## src/rtl/pic_pkg.sv

```systemverilog
// Shared types and constants for the 8259 PIC interrupt-acknowledge path.
package pic_pkg;

    typedef enum logic [2:0] {
        ST_IDLE      = 3'd0,
        ST_ACK1      = 3'd1,
        ST_GAP       = 3'd2,
        ST_ACK2      = 3'd3,
        ST_DELIVER   = 3'd4,
        ST_WAIT_DONE = 3'd5,
        ST_EOI       = 3'd6
    } inta_state_t;

    localparam logic [7:0] OCW2_NONSPEC_EOI = 8'h20;

    localparam int INTA_LOW_DEFAULT = 2;
    localparam int INTA_GAP_DEFAULT = 1;

endpackage

```

## src/rtl/inta_sequencer_sync2.sv

```systemverilog
// Two-flop synchronizer for the asynchronous PIC INT level.
module sync2 (
    input  logic clk,
    input  logic rst_n,
    input  logic d,
    output logic q
);

    logic meta;

    always_ff @(posedge clk or negedge rst_n) begin
        if (!rst_n) begin
            meta <= 1'b0;
            q    <= 1'b0;
        end else begin
            meta <= d;
            q    <= meta;
        end
    end

endmodule

```

## src/rtl/inta_sequencer.sv

```systemverilog
// CPU-side 8259 INTA sequencer: two INTA pulses, vector capture,
// valid/ready delivery to the core and optional OCW2 EOI write.
module inta_sequencer
    import pic_pkg::*;
#(
    parameter int INTA_LOW_CYCLES = INTA_LOW_DEFAULT,
    parameter int INTA_GAP_CYCLES = INTA_GAP_DEFAULT,
    parameter bit AUTO_EOI        = 1'b0
) (
    input  logic       clk,
    input  logic       rst_n,
    input  logic       int_req,
    input  logic       int_enable,
    input  logic [7:0] data_in,
    output logic       inta_n,
    output logic [7:0] vector,
    output logic       vector_valid,
    input  logic       vector_ready,
    input  logic       handler_done,
    output logic       ocw2_wr,
    output logic [7:0] ocw2_data,
    output logic       spurious,
    output logic       busy
);

    localparam int CNT_MAX = (INTA_LOW_CYCLES > INTA_GAP_CYCLES) ?
                             INTA_LOW_CYCLES : INTA_GAP_CYCLES;
    localparam int CW = $clog2(CNT_MAX + 1);

    localparam logic [CW-1:0] LOW_LOAD = CW'(INTA_LOW_CYCLES - 1);
    localparam logic [CW-1:0] GAP_LOAD = CW'(INTA_GAP_CYCLES - 1);

    inta_state_t   state;
    inta_state_t   nxt;
    logic [CW-1:0] cnt;
    logic [CW-1:0] cnt_nxt;
    logic          int_sync;
    logic          capture;

    sync2 u_sync (
        .clk   (clk),
        .rst_n (rst_n),
        .d     (int_req),
        .q     (int_sync)
    );

    always_comb begin
        nxt     = state;
        cnt_nxt = cnt;
        unique case (state)
            ST_IDLE: begin
                if (int_sync && int_enable) begin
                    nxt     = ST_ACK1;
                    cnt_nxt = LOW_LOAD;
                end
            end
            ST_ACK1: begin
                if (cnt == '0) begin
                    nxt     = ST_GAP;
                    cnt_nxt = GAP_LOAD;
                end else begin
                    cnt_nxt = cnt - CW'(1);
                end
            end
            ST_GAP: begin
                if (cnt == '0) begin
                    nxt     = ST_ACK2;
                    cnt_nxt = LOW_LOAD;
                end else begin
                    cnt_nxt = cnt - CW'(1);
                end
            end
            ST_ACK2: begin
                if (cnt == '0) nxt = ST_DELIVER;
                else           cnt_nxt = cnt - CW'(1);
            end
            ST_DELIVER: begin
                if (vector_ready) nxt = AUTO_EOI ? ST_IDLE : ST_WAIT_DONE;
            end
            ST_WAIT_DONE: begin
                if (handler_done) nxt = ST_EOI;
            end
            ST_EOI:  nxt = ST_IDLE;
            default: nxt = ST_IDLE;
        endcase
    end

    assign capture = (state == ST_ACK2) && (nxt == ST_DELIVER);

    // inta_n follows the next state so the pin itself is a flop
    always_ff @(posedge clk or negedge rst_n) begin
        if (!rst_n) begin
            state    <= ST_IDLE;
            cnt      <= '0;
            inta_n   <= 1'b1;
            vector   <= 8'h00;
            spurious <= 1'b0;
        end else begin
            state  <= nxt;
            cnt    <= cnt_nxt;
            inta_n <= !((nxt == ST_ACK1) || (nxt == ST_ACK2));
            if (capture) begin
                vector   <= data_in;
                spurious <= !int_sync && (data_in[2:0] == 3'd7);
            end
        end
    end

    assign vector_valid = (state == ST_DELIVER);
    assign ocw2_wr      = (state == ST_EOI);
    assign ocw2_data    = ocw2_wr ? OCW2_NONSPEC_EOI : 8'h00;
    assign busy         = (state != ST_IDLE);

endmodule

```

## config.mk

```make
export PLATFORM = sky130hd
export DESIGN_NAME = inta_sequencer
export DESIGN_NICKNAME = d
export VERILOG_FILES = /design/src/rtl/pic_pkg.sv /design/src/rtl/inta_sequencer_sync2.sv /design/src/rtl/inta_sequencer.sv
export SDC_FILE = /design/constraint.sdc
export NUM_CORES = 1
export LEC_CHECK = 0
export BUFFER_PORTS_ARGS = -buffer_cell sky130_fd_sc_hd__buf_2
export CORE_MARGIN = 2
export CORE_UTILIZATION = 50
export CTS_CLUSTER_DIAMETER = 200
export DETAILED_ROUTE_END_ITERATION = 10
export GPL_ROUTABILITY_DRIVEN = 0
export PLACE_DENSITY = 0.81
export SYNTH_ARGS = -nofsm -noshare
export SYNTH_HDL_FRONTEND = slang
export SYNTH_HIERARCHICAL = 1
export SYNTH_SLANG_ARGS = --single-unit
```

## constraint.sdc

```tcl
create_clock -name clk -period 2.7 [get_ports clk]
set_clock_uncertainty 0.15 [all_clocks]
set_input_delay 0.54 -clock clk [delete_from_list [all_inputs] [get_ports clk]]
set_output_delay 0.54 -clock clk [all_outputs]
set_load 0.02 [all_outputs]
```

# Yosys cells after proc, flatten, opt, wreduce, memory -nomap -nowiden
# Cells that the tools add are included.
dict set report word_totals {
  elab_cells 44
  output_inout_bits 21
  register_bits 17
  in_bits 14
}
dict set report classes {
  n_mux 13
  n_addsub 1
  eq_ne 12
  reduce_logical 11
}
# operator n
set op_table {}
lappend op_table {{3-bit 2-to-1 mux} 6}
lappend op_table {{3-bit one-hot mux with 6 select lines} 1}
lappend op_table {{3-bit == test (second input constant)} 5}
lappend op_table {{3-bit by 2-bit == test with 1-bit output (second input constant)} 3}
lappend op_table {{2-bit 2-to-1 mux} 4}
lappend op_table {{2-bit one-hot mux with 4 select lines} 1}
lappend op_table {{3-bit by 1-bit == test with 1-bit output (second input constant)} 2}
lappend op_table {{6-bit 2-to-1 mux} 1}
lappend op_table {{2-bit inequality test (second input constant)} 2}
lappend op_table {{4-bit nonzero test} 1}
lappend op_table {{1-bit logical AND} 3}
lappend op_table {{3-bit logical NOT} 1}
lappend op_table {{3-bit AND reduction} 1}
lappend op_table {{3-bit nonzero test} 1}
lappend op_table {{1-bit logical NOT} 2}
lappend op_table {{2-bit logical NOT} 1}
lappend op_table {{2-bit by 1-bit subtractor with 2-bit output (second input constant)} 1}
lappend op_table {{1-bit logical OR} 1}

# Depth between registers and ports, before layout
dict set report depth {
  word_depth 6
  depth_mapped 6
}

# Hierarchy
# Netlist, hierarchy kept.
# module instances area_each_um2 cells_per_inst
set modules_own_cells {}
lappend modules_own_cells {inta_sequencer 1 832.0 80}
lappend modules_own_cells {sync2 1 50.0 2}

# Worst setup path before layout
# No wires, ideal clock.
dict set report synth_path {
  kind {register to output}
  startpoint {register state[2]}
  endpoint {output ocw2_data[5]}
  t_required_ns 2.010
  setup_slack_ns 0.906
  arrival_ns 1.104
  path_buffers 2
  path_stages_with_launch 4
  cell_sequence {dfrtp_1 clkbuf_1 and3_1 buf_4}
}
dict set report synth_via {
  elab_chain_cells 2
}
# item line
set synth_rtl {}
lappend synth_rtl {{start: declaration} inta_sequencer.sv:33} ;# inta_state_t state;
lappend synth_rtl {{start signal: assignment} inta_sequencer.sv:99} ;# state <= nxt;
lappend synth_rtl {{3-bit == test} inta_sequencer.sv:110} ;# assign ocw2_wr = (state == ST_EOI);
lappend synth_rtl {{net ocw2_wr} inta_sequencer.sv:20} ;# output logic ocw2_wr,
lappend synth_rtl {{6-bit 2-to-1 mux} inta_sequencer.sv:111} ;# assign ocw2_data = ocw2_wr ? OCW2_NONSPEC_EOI : 8'h00;
lappend synth_rtl {{end: declaration} inta_sequencer.sv:21} ;# output logic [7:0] ocw2_data,
# The timed path passes the listed nets, and every way through them passes these cells.

# Worst setup path after layout
dict set report layout_path {
  startpoint {register state[1]}
  endpoint {output busy}
}
dict set report layout_via {
  elab_chain_cells 1
}
# item line
set layout_rtl {}
lappend layout_rtl {{3-bit nonzero test} inta_sequencer.sv:112} ;# assign busy = (state != ST_IDLE);
lappend layout_rtl {{end: declaration} inta_sequencer.sv:23} ;# output logic busy
# No other way between the ends.

==> metrics.md <==
| Metric | Value |
|---|---|
| Status | completed |
| Vias in the first global route | 582 |
| Slew at the pin closest to its max-slew limit | 0.509 ns |
| Final Hold Viols | 0 |
| Cell Chain, Critical Path | or3_1 -> buf_2 |
| Worst rel slew slack | 65.9% |
| Worst-path fanout max | 15 |
| Worst reg2reg startpoint | cnt[0] |
| Largest net degree at the start of global routing | 18 |
| Cell family with most CP delay | flip-flops |
| Wire length per cell | 12.2 um |
| Peak VDD IR | 704 uV |
| CTS tree | built |
| Longest Clk Path Bufs | 2 |
| CTS sink count | 17 |
| Worst min path class | input port to async pin |
| Avg Cell Area, Syn | 10.8 um2 |
| Critical Path Sink Type | output port |
| Clock Latency Late Sink | 0.28 ns |
| Setup TNS | 0 ns |
| Fin crit period | 2.08 ns |
| Die W | 46 um |
| Cts bufs inserted | 3 |
| Worst setup SP type | flip-flop |
| Hold Slack | 0.00857 ns |
| Warnings from Yosys | 6 |
| Synth Register Bits | 17 |
| Final setup viols | 0 |
| I/O Buffers | 27 |
| Area of the core | 0.00169 mm2 |
| Critical path data arrival time | 1.39 ns |
| H-Tree Depth | 1 |
| Die Area | 0.00212 mm2 |
| # fillers | 151 |
| Dominant synthesized flop cell | dfrtp_1 |
| Seq/Total Area, Yosys | 48.4% |
| Antenna Nets Post-Route | 0 |
| Setup CP Type | flip-flop to output port |
| Syn Inst Count | 82 |
| Vias per cell | 5.38 |
| Post-synth top area cell | dfrtp_1 |
| Max Cap Violations | 0 |
| Area Overhead vs Synth | 14.3% |
| Post-CTS setup repair buffer count | 0 |
| Hold buffer count at cts | 0 |
| Layout Nets | 125 |
| Root Driver | clkbuf_4 |
| Post-CTS Resized | 0 |
| Mapped cell area | 882 um2 |
| Async SR Flop Fraction | 100% |
| Synth cell count leaders | dfrtp_1 (16), buf_4 (8), mux2_2 (8), nand2_1 (8) |
| Layout cells sized above 1 | 37.4% |
| Antenna cells | 0 |
| Initial DRC count | 8 |
| Top post-synthesis cells by area | dfrtp_1 (45%), mux2_2 (10%), buf_4 (6.8%) |
| 1st-pass router iterations | 4 |
| HPWL after DPL | 1170 um |
| Max Freq | 481 MHz |
| Starting Density | 52.2% |
| Final Slew Violations | 0 |
| Clock Pin Slew Worst Setup and Hold Paths | 0.09 ns |
| Slowest cell on crit path | dfrtp_1 |
| Area share of the largest cell type after synthesis | 45.4% |
| Vias after detailed routing | 667 |
| IO Pins | 35 |
| Req. time, crit path | 2.01 ns |
| Die H | 46 um |
| Buf/Inv on CP | 1 |
| Initial antenna violation count | 0 |
| Pwr Density | 1160 mW/mm2 |
| Biggest cell delay along the critical path | 0.54 ns |
| Total Routing Usage GR | 16.7% |
| Crit path from | state[1] |
| Netlist cell types | 30 |
| Total congestion overflow | 0 |
| Top-count cell post-synth | dfrtp_1 |
| Global-route wire length before repair | 2460 um |
| Routed WL | 1520 um |
| RSZ-0062 raised after global routing | no |
| DRC Markers | 0 |
| Leakage | 0.512 nW |
| Post-synth EDFFs | 0 |
| Final period utilization | 77.0% |
| Row count | 15 |
metal layers:
metal,vias to the layer above,part of all wire (%),GRT usage (%),wire length (um)
met5,-,0,0,0
met1,319,43,22.0,645
met2,22,51,26.1,777
li1,324,-,-,-
met4,0,0.26,6.86,4
met3,2,5.9,3.97,89
flip-flops by register name, indices dropped and copies added (netlist names):
name / count
cnt: 2
inta_n: 1
spurious: 1
state: 3
u_sync/meta: 1
u_sync/q: 1
vector: 8
per-stage QoR:
stage | std cells | util, % | area [um2] | worst slack [ns] | total power, mW
after floorplan | 88 | - | 905 | 0.906 | 0.901
after global placement | 120 | 58.1 | 982 | 0.820 | 1.03
after detailed placement | 120 | 58.1 | 982 | 0.736 | 1.05
after CTS | 124 | 59.7 | 1010 | 0.613 | 1.19
after global routing | 124 | 59.7 | 1010 | 0.534 | 1.27
final | 124 | 59.7 | 1010 | 0.622 | 1.17
final cells by class:
type / count / area [um2] / area share, %
inverter: 3 / 11.3 / 1.12
multi-input combinational: 56 / 388 / 38.5
tap: 17 / 21.3 / 2.11
sequential: 17 / 427 / 42.3
timing repair buffer: 27 / 135 / 13.4
clock buffer: 4 / 26.3 / 2.61
report_power, final:
group	switching [mW]	internal (mW)
clock	0.0734	0.0573
sequential	0.112	0.371
combinational	0.306	0.251
total	0.491	0.679
placed cells by master, fill, tap and decap left out, types with 3 or more instances in the layout:
master / netlist / final
ha_1: 3 / 3
conb_1: 1 / 7
buf_2: 3 / 27
nand2_1: 8 / 8
mux2_2: 8 / 8
clkbuf_4: 0 / 3
dfrtp_1: 16 / 16
nand2b_1: 3 / 3
worst reg2reg max path, delay by kind of cell, from the launching register on:
family	cells	cell delay, ns
adders and majority gates	1	0.28
DFF	1	0.42
and+or+nand+nor	1	0.46
buffers and inverters	1	0.10
muxes	1	0.44
path summary, 6_finish.rpt:
path / endpoint / slack (ns) / depth (start not counted)
worst max-delay path: busy / 0.62 / 2
worst min-delay path: vector[3] / 0.009 / 1
worst max register to register: vector[1] / 0.75 / 4
worst min register to register: u_sync/q / 0.21 / 0
max in group asynchronous: inta_n / 2.08 / 1
min in group clk: u_sync/q / 0.21 / 0
kinds of logic after synthesis:
logic type,Yosys count,synth area share [%]
AND/OR/NAND/NOR,23,14.0
other,1,0.425
AO/OA/AOI/OAI,14,11.5
flip-flops,17,48.4
multiplexers,8,10.2
adder cells (fa/ha/maj),3,4.26
buffers and inverters,15,10.2
XOR/XNOR,1,0.993
Power figures use the tool's default switching activity.
